`config.mk`:
```
export PLATFORM = sky130hd
export DESIGN_NAME = mem_bus_ctrl
export DESIGN_NICKNAME = d
export VERILOG_FILES = /design/src/rtl/mem_bus_ctrl.sv
export SDC_FILE = /design/constraint.sdc
export NUM_CORES = 1
export LEC_CHECK = 0
export CORE_UTILIZATION = 41
export CTS_BUF_LIST = sky130_fd_sc_hd__clkbuf_4 sky130_fd_sc_hd__clkbuf_8
export DETAILED_ROUTE_END_ITERATION = 6
export PLACE_DENSITY = 0.83
export REMOVE_ABC_BUFFERS = 1
export SYNTH_ARGS = -nofsm -noshare
export SYNTH_HDL_FRONTEND = slang
export SYNTH_SLANG_ARGS = --single-unit
export TNS_END_PERCENT = 100
```
`constraint.sdc`:
```
create_clock -name iClk -period 2.3 [get_ports iClk]
set_input_delay 0.69 -clock iClk [delete_from_list [all_inputs] [get_ports iClk]]
set_output_delay 0.69 -clock iClk [all_outputs]
set_load 0.01 [all_outputs]
```
`src/rtl/mem_bus_ctrl.sv`:
```
// mem_bus_ctrl: single-outstanding core-to-memory bus controller with valid/ack handshake, wait states and timeout.
module mem_bus_ctrl #(
  parameter int DATA_W = 32,
  parameter int ADDR_W = 32,
  parameter int TIMEOUT = 255,
  parameter logic [DATA_W-1:0] ERR_DATA = '0
) (
  input  logic              iClk,
  input  logic              iRst,
  input  logic              iReq,
  input  logic              iWr,
  input  logic [ADDR_W-1:0] iAddr,
  input  logic [DATA_W-1:0] iWData,
  input  logic              iErrClr,
  output logic              oRdy,
  output logic [DATA_W-1:0] oRData,
  output logic              oErr,
  output logic              oBus_Valid,
  output logic              oBus_Wr,
  output logic [ADDR_W-1:0] oBus_Addr,
  output logic [DATA_W-1:0] oBus_WData,
  input  logic              iBus_Ack,
  input  logic [DATA_W-1:0] iBus_RData
);
  localparam int CW = (TIMEOUT < 1) ? 1 : $clog2(TIMEOUT + 1);
  localparam logic [CW-1:0] LAST = CW'((TIMEOUT == 0) ? 0 : TIMEOUT - 1);
  typedef enum logic [1:0] {IDLE, ACCESS, DONE, ERROR} state_t;
  state_t state, state_n;
  logic [CW-1:0] cnt;
  logic wr_q;
  logic tmo;
  assign tmo = (state == ACCESS) && !iBus_Ack && (TIMEOUT != 0) && (cnt == LAST);
  assign oBus_Valid = (state == ACCESS);
  assign oBus_Wr = oBus_Valid && wr_q;
  assign oRdy = ((state == IDLE) && !iReq) || (state == DONE) || (state == ERROR);
  always_comb begin
    state_n = state;
    case (state)
      IDLE:    state_n = iReq ? ACCESS : IDLE;
      ACCESS:  state_n = iBus_Ack ? DONE : (tmo ? ERROR : ACCESS);
      default: state_n = IDLE;
    endcase
  end
  // ERR_DATA and the sticky flag are loaded on the timeout edge so the ERROR cycle already shows them
  always_ff @(posedge iClk) begin
    if (iRst) begin
      state      <= IDLE;
      cnt        <= '0;
      wr_q       <= 1'b0;
      oBus_Addr  <= '0;
      oBus_WData <= '0;
      oRData     <= '0;
      oErr       <= 1'b0;
    end else begin
      state <= state_n;
      if (state == IDLE && iReq) begin
        oBus_Addr  <= iAddr;
        oBus_WData <= iWData;
        wr_q       <= iWr;
        cnt        <= '0;
      end
      if (state == ACCESS && !iBus_Ack && TIMEOUT != 0) cnt <= cnt + CW'(1);
      if (state == ACCESS && iBus_Ack && !wr_q) oRData <= iBus_RData;
      if (tmo) oRData <= ERR_DATA;
      oErr <= tmo || (oErr && !iErrClr);
    end
  end
endmodule

```
==> impl_metrics.csv, run 1 <==
group,metric,value,unit
place,place.gp.congestion,0.771,
timing,tns,0,ns
timing,fin_crit_sh,0.963,
final_layout,final_area,6310,um^2
timing,setup_viol,0,
timing,slew-limit-headroom,0.549,
clocking,htreeDepth,3,
clocking,ctsHoldBuffers,0,
run_status,run_status,"finished, final reports clean",
worst_setup_path,start_kind,"input port",
place,placed_area,6110,um^2
final_layout,layout-drive-gt1-share,0.0556,
pwr,p_per_area,628,nW/um^2
routing,drc,0,
min_path,hp-class,"reg -> reg",
global_routing,grt_remaining_overflow,0,
routing,vias,3949,
global_routing,grtUsageTotal,0.215,
clocking,clkTransAtPathRegs,0.08,ns
worst_setup_path,crit_type,"in -> out",
job,drv_cap,0,
worst_setup_path,r2r_start,"state[0]$_SDFF_PP0_",
min_path,hp-start,"oBus_WData[5]$_SDFFE_PP0P_",
worst_setup_path,r2r-end,"cnt[7]$_SDFFE_PP0P_",
worst_setup_path,ff2ff_setup_slack,0.56,ns
final_layout,nNetsFinal,785,
synth,syn_area_per_cell,7.94,um^2
pwr,power_leakage,2.29,nW
synth,synth-seq-cells,108,
floorplan,die_area,9880,um^2
place,dp_hpwl,7860,um
routing,via_per_inst,4.97,
worst_setup_path,endpoint_kind,"output pin",
pwr,power,3.96,mW
clocking,clock_latency,0.36,ns
timing,hold_viol,0,
routing,dr.pass1.iters,4,
final_layout,syn_to_final_growth,62.3,%
timing,final_max_slew_viol_count,0,
worst_setup_path,ff2ff_path_depth,4,
clocking,post-cts-setup-buffer-count,0,
floorplan,fp.dieH,99.4,um
place,io_buffers,201,
pwr,ir_drop,0.000496,V
worst_setup_path,required,1.61,ns
worst_setup_path,cp-startpoint,"iReq",
synth,yosysWarnings,0,
floorplan,start_util,0.423,
timing,fmax,0.452,GHz
global_routing,grt_max_degree,43,
synth,ys_seq_area_frac,0.556,
worst_setup_path,worstPathArrival,1.52,ns
routing,wirelength,10900,um
clocking,clockBufferDepth,2,
timing,worst_pin_slew,0.677,ns
place,dp_cells,781,
clocking,ctsRootBufferMaster,"clkbuf_8",
final_layout,final_cells,795,
timing,fin_ws,0.0856,ns
routing,drtAntennaViolNets,0,
synth,postSynthCellCount,490,
floorplan,die_w,99.4,um
final_layout,final_util,0.687,
synth,synth_area,3890,um^2
clocking,cts_made_buffers,9,
place,dp_slack,-0.181,ns
clocking,cts_tree,"yes",
min_path,hold_depth,2,
global_routing,grt_pass1_wl,17100,um
global_routing,antenna_found_initial,0,
worst_setup_path,cp_max_fo,2,
clocking,cts.sinks,108,
global_routing,grt_pass1_vias,3638,
timing,holdWs,0.454,ns
floorplan,core_area,9200,um^2
floorplan,io_pins,202,
floorplan,core.rowCount,35,
final_layout,n_antenna_cell,0,
routing,first_iter_violations,119,
timing,rsz0062_at_grt,"false",
timing,clock_skew,0.0137,ns
synth,synth.distinct_cells,32,
min_path,min_to,"oBus_WData[5]$_SDFFE_PP0P_",
timing,finalCriticalPeriod,2.21,ns
routing,avgRoutedWirePerCell,13.8,um
## worst max-delay path by stage
stage	to	slack (ns)	cells past startpoint
after floorplan	cnt[7]$_SDFFE_PP0P_	-2.44	3
after global placement	oRdy	-0.19	3
after detailed placement	oRdy	-0.18	3
after CTS	oRdy	0.09	3
after global routing	oRdy	0.06	3
final	oRdy	0.09	3
## metal layers
metal | GRT usage | routed length (um) | vias up | part of all wire
met1 | 0.253 | 4520 | 1812 | 0.41
met3 | 0.0394 | 577 | 21 | 0.053
met2 | 0.379 | 5550 | 134 | 0.51
met5 | 0 | 0 | - | 0
li1 | - | - | 1982 | -
met4 | 0.101 | 298 | 0 | 0.027
## synthesized netlist by cell type
| cell | instances | area [um^2] |
|---|---|---|
| a21oi_1 | 105 | 526 |
| a311o_1 | 1 | 10.0 |
| a311oi_1 | 2 | 17.5 |
| a31o_2 | 1 | 8.76 |
| a31oi_1 | 1 | 6.26 |
| a41oi_1 | 1 | 8.76 |
| and2_1 | 1 | 6.26 |
| and4_1 | 1 | 8.76 |
| and4b_1 | 1 | 10.0 |
| buf_2 | 5 | 25.0 |
| clkbuf_1 | 32 | 120 |
| dfxtp_1 | 108 | 2160 |
| ha_1 | 2 | 25.0 |
| inv_1 | 3 | 11.3 |
| mux2_2 | 1 | 11.3 |
| nand2_1 | 198 | 743 |
| nand2b_1 | 3 | 18.8 |
| nand3_1 | 6 | 30.0 |
| nand4_1 | 2 | 12.5 |
| nor2_1 | 1 | 3.75 |
| nor2b_1 | 1 | 6.26 |
| nor3b_1 | 3 | 22.5 |
| nor3b_2 | 1 | 12.5 |
| nor4_1 | 1 | 6.26 |
| nor4bb_1 | 1 | 10.0 |
| o211ai_1 | 1 | 7.51 |
| o21bai_1 | 1 | 7.51 |
| o311ai_0 | 1 | 8.76 |
| or3b_1 | 1 | 8.76 |
| or3b_2 | 1 | 8.76 |
| or4_1 | 2 | 15.0 |
| or4bb_1 | 1 | 11.3 |
## area by class of cell
cell class	count	area (um^2)
repair buffers	217	2200
well taps	111	139
clock inverters	4	73.8
multi-input cells	342	1590
inverters	3	11.3
fillers	740	2880
flip-flops and latches	108	2160
clock buffers	10	138
## placed cells by master (no fill, tap or decap), types with 2 or more instances in the layout
master	synthesis	layout
nand3_1	6	6
inv_1	3	3
nor3b_1	3	2
nand4_1	2	2
a311oi_1	2	2
buf_4	0	10
nand2_1	198	198
nand2b_1	3	3
ha_1	2	2
dfxtp_1	108	107
a21oi_1	105	105
or4_1	2	2
clkdlybuf4s50_1	0	197
bufinv_16	0	2
dlygate4sd2_1	0	3
buf_12	0	6
nor3b_2	1	2
clkbuf_8	0	10
## power breakdown
part           internal (mW)  switching (mW)
Sequential              1.96          0.0483
Clock                  0.634           0.612
Combinational          0.410           0.296
## flip-flops by register name, indices dropped and copies added, names as in the netlist
signal,flops
oBus_WData,32
wr_q,1
oErr,1
cnt,8
oRData,32
oBus_Addr,32
state,2
## what timing repair did
action	CTS	global route
endpoints found under the setup margin	3	0
resized for setup	4	0
hold endpoints to repair	0	0
## cells by family (layout without fill, tap and decap cells)
logic type / Yosys count / after routing / synth area share
AO/OA/AOI/OAI: 114 / 114 / 0.154
adder cells (fa/ha/maj): 2 / 2 / 0.00643
AND/OR/NAND/NOR: 225 / 225 / 0.240
multiplexers: 1 / 1 / 0.00289
buffers and inverters: 40 / 234 / 0.0402
flip-flops: 108 / 108 / 0.556
## worst max-delay path, cell delays in order
cell and delay, ns:
clkdlybuf4s50_1 0.49, o21bai_1 0.06, dlygate4sd2_1 0.28
Note: power is estimated with default switching activity, not from simulation.
==> inputs of run 2 (changes only) <==
--- a/config.mk
+++ b/config.mk
@@ -8,6 +8,7 @@
 export CORE_UTILIZATION = 41
 export CTS_BUF_LIST = sky130_fd_sc_hd__clkbuf_4 sky130_fd_sc_hd__clkbuf_8
 export DETAILED_ROUTE_END_ITERATION = 6
+export GPL_TIMING_DRIVEN = 0
 export PLACE_DENSITY = 0.83
 export REMOVE_ABC_BUFFERS = 1
 export SYNTH_ARGS = -nofsm -noshare
==> impl_metrics.csv, run 2 (synthesized netlist as in run 1, its figures left out) <==
group,metric,value,unit
run_status,run_status,"finished with violations",
run_status,violations,"negative setup slack",
timing,finalCriticalPeriod,2.31,ns
clocking,ctsHoldBuffers,0,
routing,drtAntennaViolNets,0,
routing,dr.pass1.iters,6,
clocking,cts_tree,"yes",
final_layout,final_cell_mix,"nand2_1 (198), clkdlybuf4s50_1 (198), dfxtp_1 (106), a21oi_1 (105), clkbuf_8 (10)",
global_routing,grt_pass1_wl,17400,um
worst_setup_path,endpoint,"cnt[7]$_SDFFE_PP0P_",
final_layout,regArea,2170,um^2
worst_setup_path,start_kind,"input port",
final_layout,largestRegisters,"oBus_Addr: 32 flops, oBus_WData: 32 flops, oRData: 32 flops",
clocking,htreeDepth,3,
worst_setup_path,r2r_start,"state[1]$_SDFF_PP0_",
floorplan,die_area,9880,um^2
routing,first_iter_violations,112,
min_path,hold_depth,2,
timing,rsz0062_at_grt,"false",
worst_setup_path,endpoint_kind,"flop",
timing,slew-limit-headroom,0.481,
floorplan,core.rowCount,35,
timing,fin_crit_sh,1.00,
final_layout,syn_to_final_growth,59.4,%
worst_setup_path,cp-startpoint,"iBus_Ack",
min_path,hp-class,"reg -> reg",
pwr,p_per_area,609,nW/um^2
floorplan,fp.dieH,99.4,um
clocking,cts.sinks,108,
routing,via_per_inst,5.02,
global_routing,grt_pass1_vias,3758,
worst_setup_path,ff2ff_setup_slack,0.49,ns
global_routing,grtUsageTotal,0.216,
worst_setup_path,required,2.54,ns
worst_setup_path,worstPathArrival,2.55,ns
global_routing,grt_remaining_overflow,0,
routing,drc,0,
clocking,clockBufferDepth,2,
global_routing,antenna_found_initial,0,
timing,final_max_slew_viol_count,0,
timing,fmax,0.434,GHz
final_layout,fill_cells,736,
worst_setup_path,ff2ff_path_depth,3,
worst_setup_path,cp_max_fo,9,
global_routing,grt_max_degree,72,
floorplan,die_w,99.4,um
clocking,clkTransAtPathRegs,0.10,ns
pwr,ir_drop,0.000452,V
timing,clock_skew,0.0149,ns
clocking,ctsRootBufferMaster,"clkbuf_8",
pwr,power_leakage,2.23,nW
clocking,clock_latency,0.35,ns
worst_setup_path,crit_type,"in -> reg",
worst_setup_path,r2r-end,"cnt[7]$_SDFFE_PP0P_",
job,drv_cap,0,
floorplan,io_pins,202,
final_layout,n_antenna_cell,0,
final_layout,multi_input_area,1610,um^2
final_layout,nNetsFinal,778,
final_layout,layout-drive-gt1-share,0.0545,
timing,worst_pin_slew,0.778,ns
routing,wirelength,11100,um
clocking,cts_made_buffers,9,
place,place.gp.congestion,0.723,
place,io_buffers,201,
routing,vias,3966,
timing,hold_viol,0,
timing,tns,-0.00541,ns
floorplan,start_util,0.423,
floorplan,core_area,9200,um^2
routing,avgRoutedWirePerCell,14.0,um
place,dp_hpwl,7860,um
timing,fin_ws,-0.00541,ns
final_layout,final_util,0.674,
timing,setup_viol,1,
run 2: timing repair:
item	4_1_cts	5_1_grt
pin swaps	0	0
endpoints found under the setup margin	75	36
cloned	0	1
gates resized for setup	9	2
buffers inserted	0	2
run 2: worst min path at each step:
| stage | slack (ns) | end | startpoint |
|---|---|---|---|
| finish | 0.46 | oBus_WData[0]$_SDFFE_PP0P_ | oBus_WData[0]$_SDFFE_PP0P_ |
| global route | 0.47 | oBus_WData[0]$_SDFFE_PP0P_ | oBus_WData[0]$_SDFFE_PP0P_ |
| CTS | 0.46 | oBus_WData[0]$_SDFFE_PP0P_ | oBus_WData[0]$_SDFFE_PP0P_ |
| detailed placement | 0.45 | oRData[31]$_SDFFE_PP0P_ | oRData[31]$_SDFFE_PP0P_ |
| global placement | 0.44 | oRData[3]$_SDFFE_PP0P_ | oRData[3]$_SDFFE_PP0P_ |
| floorplan | 0.45 | wr_q$_SDFFE_PP0P_ | wr_q$_SDFFE_PP0P_ |
run 2: area by class of cell:
cell class | count | share of cell area
Inverter | 3 | 0.00182
Timing Repair Buffer | 209 | 0.337
Clock buffer | 10 | 0.0222
Tap cell | 111 | 0.0224
Sequential cell | 108 | 0.350
Multi-Input combinational cell | 343 | 0.260
Clock inverter | 6 | 0.00727
run 2: routing by layer:
layer | share of wire | up-vias | track usage
met1 | 0.40 | 1815 | 0.249
met2 | 0.51 | 144 | 0.389
met4 | 0.032 | 0 | 0.0962
li1 | - | 1981 | -
met3 | 0.051 | 26 | 0.0401
met5 | 0 | - | 0
run 2: power breakdown:
part	internal [mW]	switching, mW	total (mW)	leakage (nW)
Combinational	0.389	0.295	0.684	1.25
Clock	0.435	0.641	1.08	0.0974
Sequential	1.96	0.0505	2.01	0.883
run 2: critical path, stage by stage:
cell,delay [ns]
clkdlybuf4s50_1,0.50
or3b_1,0.55
nor4_1,0.43
mux2_2,0.38
run 2: per-stage QoR:
stage	cells	setup slack, ns	hold slack [ns]	total power [mW]	cell area (um^2)
2_1_floorplan	453	-2.44	0.447	2.28	3740
3_3_place_gp	765	-4.94	0.441	2.71	5900
3_5_place_dp	771	-0.735	0.445	2.74	5980
4_1_cts	787	0.0110	0.459	3.81	6180
5_1_grt	790	0.0100	0.472	3.96	6200
6_report	790	-0.00541	0.456	3.77	6200
